$ cat config.mk
export PLATFORM = sky130hd
export DESIGN_NAME = free_list
export DESIGN_NICKNAME = d
export VERILOG_FILES = /design/src/rtl/free_list.sv
export SDC_FILE = /design/constraint.sdc
export NUM_CORES = 1
export LEC_CHECK = 0
export ABC_AREA = 1
export CORE_MARGIN = 1.5
export CORE_UTILIZATION = 55
export CTS_CLUSTER_DIAMETER = 120
export CTS_CLUSTER_SIZE = 10
export DETAILED_ROUTE_END_ITERATION = 16
export PLACE_DENSITY_LB_ADDON = 0.2
export SYNTH_ARGS = -nofsm -noshare
export SYNTH_HDL_FRONTEND = slang
export SYNTH_SLANG_ARGS = --single-unit
$ cat constraint.sdc
create_clock -name clk -period 12 [get_ports clk]
set_input_delay 2.4 -clock clk [delete_from_list [all_inputs] [get_ports clk]]
set_output_delay 2.4 -clock clk [all_outputs]
set_load 0.005 [all_outputs]
$ cat src/rtl/free_list.sv
// rtl/free_list.sv - physical-register free list: circular tag FIFO plus per-tag free bitmap
module free_list #(
  parameter int NUM_PHY_REGS  = 64,
  parameter int NUM_ARCH_REGS = 32,
  parameter int PHY_WIDTH     = 6,
  parameter int FL_DEPTH      = NUM_PHY_REGS - NUM_ARCH_REGS
) (
  input  logic                       clk,
  input  logic                       rst,
  input  logic [1:0]                 alloc_req,
  output logic                       alloc_ready,
  output logic [PHY_WIDTH-1:0]       alloc_phy_0,
  output logic [PHY_WIDTH-1:0]       alloc_phy_1,
  input  logic                       retire_valid,
  input  logic [4:0]                 rd_arch_commit,
  input  logic [PHY_WIDTH-1:0]       rd_phy_old_commit,
  output logic [$clog2(FL_DEPTH):0]  free_count,
  output logic                       free_error
);

  localparam int PTR_W = $clog2(FL_DEPTH);
  localparam int CNT_W = PTR_W + 1;
  localparam logic [PTR_W-1:0] LAST_PTR = PTR_W'(FL_DEPTH - 1);
  localparam logic [CNT_W-1:0] DEPTH_C  = CNT_W'(FL_DEPTH);

  logic [PHY_WIDTH-1:0]    fifo_q [FL_DEPTH];
  logic [PHY_WIDTH-1:0]    fifo_d [FL_DEPTH];
  logic [PTR_W-1:0]        head_q, head_d;
  logic [PTR_W-1:0]        tail_q, tail_d;
  logic [CNT_W-1:0]        count_q, count_d;
  logic [NUM_PHY_REGS-1:0] free_map_q, free_map_d;
  logic                    free_error_q, free_error_d;

  logic [CNT_W-1:0]        n_req;
  logic [CNT_W-1:0]        pops;
  logic [PTR_W-1:0]        head_nxt;
  logic                    push_try;
  logic                    push_ok;

  // Pointer advance that wraps at the last FIFO slot (depth need not be a power of two).
  function automatic logic [PTR_W-1:0] ptr_inc(input logic [PTR_W-1:0] p);
    return (p == LAST_PTR) ? '0 : p + 1'b1;
  endfunction

  assign free_count = count_q;
  assign free_error = free_error_q;

  // Grant decision and tag selection; all-or-nothing, driven from current count only.
  always_comb begin
    n_req       = CNT_W'(alloc_req[0]) + CNT_W'(alloc_req[1]);
    head_nxt    = ptr_inc(head_q);
    alloc_ready = (count_q >= n_req);
    pops        = alloc_ready ? n_req : '0;
    alloc_phy_0 = '0;
    alloc_phy_1 = '0;
    if (alloc_ready) begin
      if (alloc_req[0]) alloc_phy_0 = fifo_q[head_q];
      if (alloc_req[1]) alloc_phy_1 = alloc_req[0] ? fifo_q[head_nxt] : fifo_q[head_q];
    end
  end

  // Push acceptance: tag 0 is never a free-list tag, double frees and overflow are rejected.
  always_comb begin
    push_try = retire_valid && (rd_arch_commit != '0);
    push_ok  = push_try
            && (rd_phy_old_commit != '0)
            && !free_map_q[rd_phy_old_commit]
            && ((count_q - pops) < DEPTH_C);
  end

  // Next-state for FIFO, pointers, count and bitmap; push and pop apply together.
  always_comb begin
    fifo_d       = fifo_q;
    head_d       = head_q;
    tail_d       = tail_q;
    free_map_d   = free_map_q;
    free_error_d = push_try && !push_ok;
    count_d      = count_q - pops + CNT_W'(push_ok);

    case (pops)
      CNT_W'(1): head_d = head_nxt;
      CNT_W'(2): head_d = ptr_inc(head_nxt);
      default:   head_d = head_q;
    endcase

    // A popped tag always has its bit set, a pushed tag always has it clear, so they never collide.
    if (alloc_ready && alloc_req[0]) free_map_d[alloc_phy_0] = 1'b0;
    if (alloc_ready && alloc_req[1]) free_map_d[alloc_phy_1] = 1'b0;

    if (push_ok) begin
      fifo_d[tail_q]                = rd_phy_old_commit;
      tail_d                        = ptr_inc(tail_q);
      free_map_d[rd_phy_old_commit] = 1'b1;
    end
  end

  // State registers; reset loads the identity mapping's complement into the FIFO.
  always_ff @(posedge clk or posedge rst) begin
    if (rst) begin
      for (int i = 0; i < FL_DEPTH; i++) begin
        fifo_q[i] <= PHY_WIDTH'(NUM_ARCH_REGS + i);
      end
      for (int i = 0; i < NUM_PHY_REGS; i++) begin
        free_map_q[i] <= (i >= NUM_ARCH_REGS);
      end
      head_q       <= '0;
      tail_q       <= '0;
      count_q      <= DEPTH_C;
      free_error_q <= 1'b0;
    end else begin
      fifo_q       <= fifo_d;
      head_q       <= head_d;
      tail_q       <= tail_d;
      count_q      <= count_d;
      free_map_q   <= free_map_d;
      free_error_q <= free_error_d;
    end
  end

endmodule

==> run_results.csv <==
group,metric,value,unit
global_routing,grt_pass1_wl,91000,um
critical_path,startpoint_type,"register",
route,ant_nets,0,
pwr,p_leak,8.66,nW
critical_path,critPathKind,"reg -> out",
clock_network,cts_buffer_depth,3,
synthesis,postSynthCellCount,2550,
critical_path,path_cells,"buf_4 > inv_4 > ha_1 > clkinv_1 > buf_4 > a21oi_1 > o21ai_0 > nand3_1 > nand3_1 > nand3_1 > nand3_1 > nand3_4 > inv_4 > clkdlybuf4s50_1",
placed_design,dp_hpwl,36500,um
critical_path,worstSetupEndpointType,"output pin",
sta,worst-slew-pin-transition,1060,ps
hold_path,hold_class,"reg -> reg",
final_layout,layout.area.seq,0.00699,mm2
synthesis,yosys.area_share.adder,1.27,%
sta,rsz0062_at_grt,"no",
flow_run,maxCapViolCount,0,
route,wl_per_cell,19.9,um
sta,fin_crit,8260,ps
sta,final_max_slew_viol_count,0,
pwr,p_clk_share,15.0,%
global_routing,grt_max_degree,166,
clock_network,cts.reportedPaths.clkPinSlew,60,ps
final_layout,fillers,2933,
global_routing,antenna_found_initial,0,
final_layout,multi_input_area,0.00857,mm2
clock_network,hold_buffers,0,
synthesis,yosys.cell_types.count,40,
synthesis,syn-num-nets,2583,
clock_network,cts-resized-gates,0,
sta,period_share,68.8,%
sta,timing.fmax,0.121,GHz
critical_path,rr_worst_depth,17,
die,die_h,180,um
global_routing,grt.overflow.total,0,
hold_path,hold_depth,2,
global_routing,grt_pass1_vias,16138,
synthesis,synth-simple-area-share,37.2,%
die,start_util,56.3,%
route,dr.pass1.iters,8,
placed_design,numPortBuffers,35,
synthesis,synth_xor_area_share,0.405,%
sta,clock_skew,27.3,ps
synthesis,yosysWarnings,0,
final_layout,final_cell_mix,"933 x nand2_1, 327 x nand3_1, 264 x inv_1, 197 x o21ai_0, 163 x nor2_1",
pwr,p_sw_share,49.9,%
route,drcViolationCount,0,
synthesis,async_flop_share,100,%
placed_design,gp_congestion,0.983,
critical_path,slowest_stage,"dfrtp_4",
synthesis,synth_mux_area_share,0,%
clock_network,cts_tree,"yes",
pwr,power.switching,2.86,mW
critical_path,cp_common_cell,"nand3_1",
die,die_w,180,um
critical_path,cp_top_family,"buffers and inverters",
pwr,sequentialPowerShare,30.2,%
clock_network,cts_buffers,31,
critical_path,r2r_slack,6460,ps
final_layout,finalCoreUtilization,60.0,%
die,die-area,0.0325,mm2
die,coreArea,0.0307,mm2
synthesis,ys_ff_latch,272,
pwr,internal_power,2.87,mW
route,via_per_inst,5.87,
synthesis,yosysTopAreaCellShare,22.0,%
synthesis,synth_compound_area_share,10.6,%
critical_path,required,9600,ps
critical_path,critPathMaxStageDelay,810,ps
clock_network,post-cts-setup-buffers,0,
final_layout,final_cells,2912,
global_routing,grt_use_total,35.8,%
synthesis,ys.flop_type,"dfstp_2",
final_layout,area_growth,6.68,%
placed_design,placed_cells,2859,
final_layout,layout-drive-gt1-share,10.9,%
synthesis,synth_area_leaders,"dfstp_2 22%, nand2_1 20%, dfrtp_1 18%, nand3_1 9.5%, inv_1 5.7%",
die,rows,64,
sta,finalHoldViolCount,0,
hold_path,worstHoldEndpoint,"fifo_q[45]",
final_layout,layout.nets,2529,
route,routed-via-count,17098,
outcome,status,"finished clean",
route,wl,58100,um
pwr,p_comb_share,54.8,%
final_layout,n_antenna_cell,0,
synthesis,synth_area,0.0173,mm2
pwr,p_total,5.73,mW
pwr,power_density,311,mW/mm2
hold_path,hp-start,"fifo_q[45]",
final_layout,final_common_cell,"nand2_1",
critical_path,crit_arrival,5860,ps
synthesis,synth_seq_area_share,40.4,%
final_layout,final_area,0.0185,mm2
clock_network,htree_levels,1,
critical_path,r2r-start,"head_q[0]",
synthesis,synth-edff-count,0,
die,pin_count,36,
sta,final.setup.tns,0,ps
synthesis,synth_top_area_cell,"dfstp_2",
critical_path,reg2reg_to,"free_map_q[5]",
clock_network,cts_sinks,272,
clock_network,cts_root_buf,"clkbuf_16",
critical_path,cp_num_buf_inv,6,
clock_network,worstSkewPairLatency,570,ps
sta,slew_headroom,28.8,%
pwr,vdd.ir_drop.worst,0.175,mV
synthesis,avgSynthCellArea,6.78,um2
placed_design,placed_area,0.0176,mm2
critical_path,worstPathMaxFanout,77,
synthesis,synth_top_family_by_area,"simple AND/OR/NAND/NOR gates",
sta,setup_viol,0,
route,drt_iter0_drc,2030,
## routing by layer
layer / wire length (um) / vias to the layer above / track usage [%]
met3: 5080 / 208 / 5.58
met2: 26100 / 913 / 56.4
met1: 23700 / 8008 / 48.0
met5: 0 / - / 0
met4: 3170 / 0 / 18.4
li1: - / 7969 / -
## how the worst max path moves through the flow
stage / cells past startpoint / end / slack [ps] / start
6_report: 14 / alloc_phy_1[0] / 3740 / head_q[0]
5_1_grt: 14 / alloc_phy_1[3] / 3590 / head_q[0]
4_1_cts: 13 / alloc_phy_1[0] / 3900 / head_q[0]
3_5_place_dp: 11 / alloc_phy_1[3] / 4060 / alloc_req[0]
3_3_place_gp: 11 / alloc_phy_1[3] / 4100 / alloc_req[0]
2_1_floorplan: 1 / fifo_q[100] / 2340 / rst
## cells in the mapped netlist (2+ instances only)
cell type / number
a21oi_1: 28
a22oi_1: 5
buf_1: 15
buf_2: 78
buf_4: 14
buf_6: 3
clkbuf_1: 29
clkinv_1: 3
dfrtp_1: 127
dfstp_2: 145
ha_1: 16
inv_1: 265
inv_2: 12
inv_4: 2
nand2_1: 933
nand2_2: 4
nand3_1: 327
nand3_2: 9
nand3_4: 2
nand4_1: 5
nor2_1: 163
nor2_2: 13
nor2_4: 25
nor2_8: 2
nor3_1: 9
nor3_2: 3
o211ai_1: 30
o21a_1: 18
o21ai_0: 197
o21ai_1: 34
o22ai_1: 19
xor2_1: 7
## registers in the layout, summed over array words and instances, names as in the netlist
| register | flops |
|---|---|
| fifo_q | 192 |
| free_map_q | 63 |
| free_count | 6 |
| head_q | 5 |
| tail_q | 5 |
| free_error | 1 |
## worst reg2reg max path: cells and delay by family (launching register included)
family | cells | cell delay (ps)
flops | 1 | 810
fa+ha+maj | 1 | 550
simple gates | 11 | 1790
buf+inv | 5 | 2310
## cell families after synthesis
group / count (synthesis)
buf+inv: 421
xor+xnor: 8
simple gates: 1498
flops: 272
compound gates: 334
fa+ha+maj: 17
## layout make-up
cell class	count	share of cell area, %
sequential	272	37.9
clock buffer	52	4.63
multi-input combinational	1857	46.4
tap	396	2.68
inverter	282	5.80
timing repair buffer	52	2.52
clock inverter	1	0.0475
## power by group through the flow
stage / clock network [mW] / registers [mW] / logic (mW)
2_1_floorplan: 0 / 1.64 / 2.19
3_3_place_gp: 0 / 1.72 / 3.00
3_5_place_dp: 0 / 1.74 / 3.05
4_1_cts: 0.872 / 1.73 / 3.06
5_1_grt: 0.904 / 1.78 / 3.42
6_report: 0.861 / 1.73 / 3.14
## stage by stage
| stage | hold WS (ps) | setup WS [ps] |
|---|---|---|
| 3_5_place_dp | 476 | 4060 |
| 6_report | 487 | 3740 |
| 2_1_floorplan | 458 | 2340 |
| 3_3_place_gp | 470 | 4100 |
| 4_1_cts | 486 | 3900 |
| 5_1_grt | 501 | 3590 |
(Power assumes the default switching activity.)
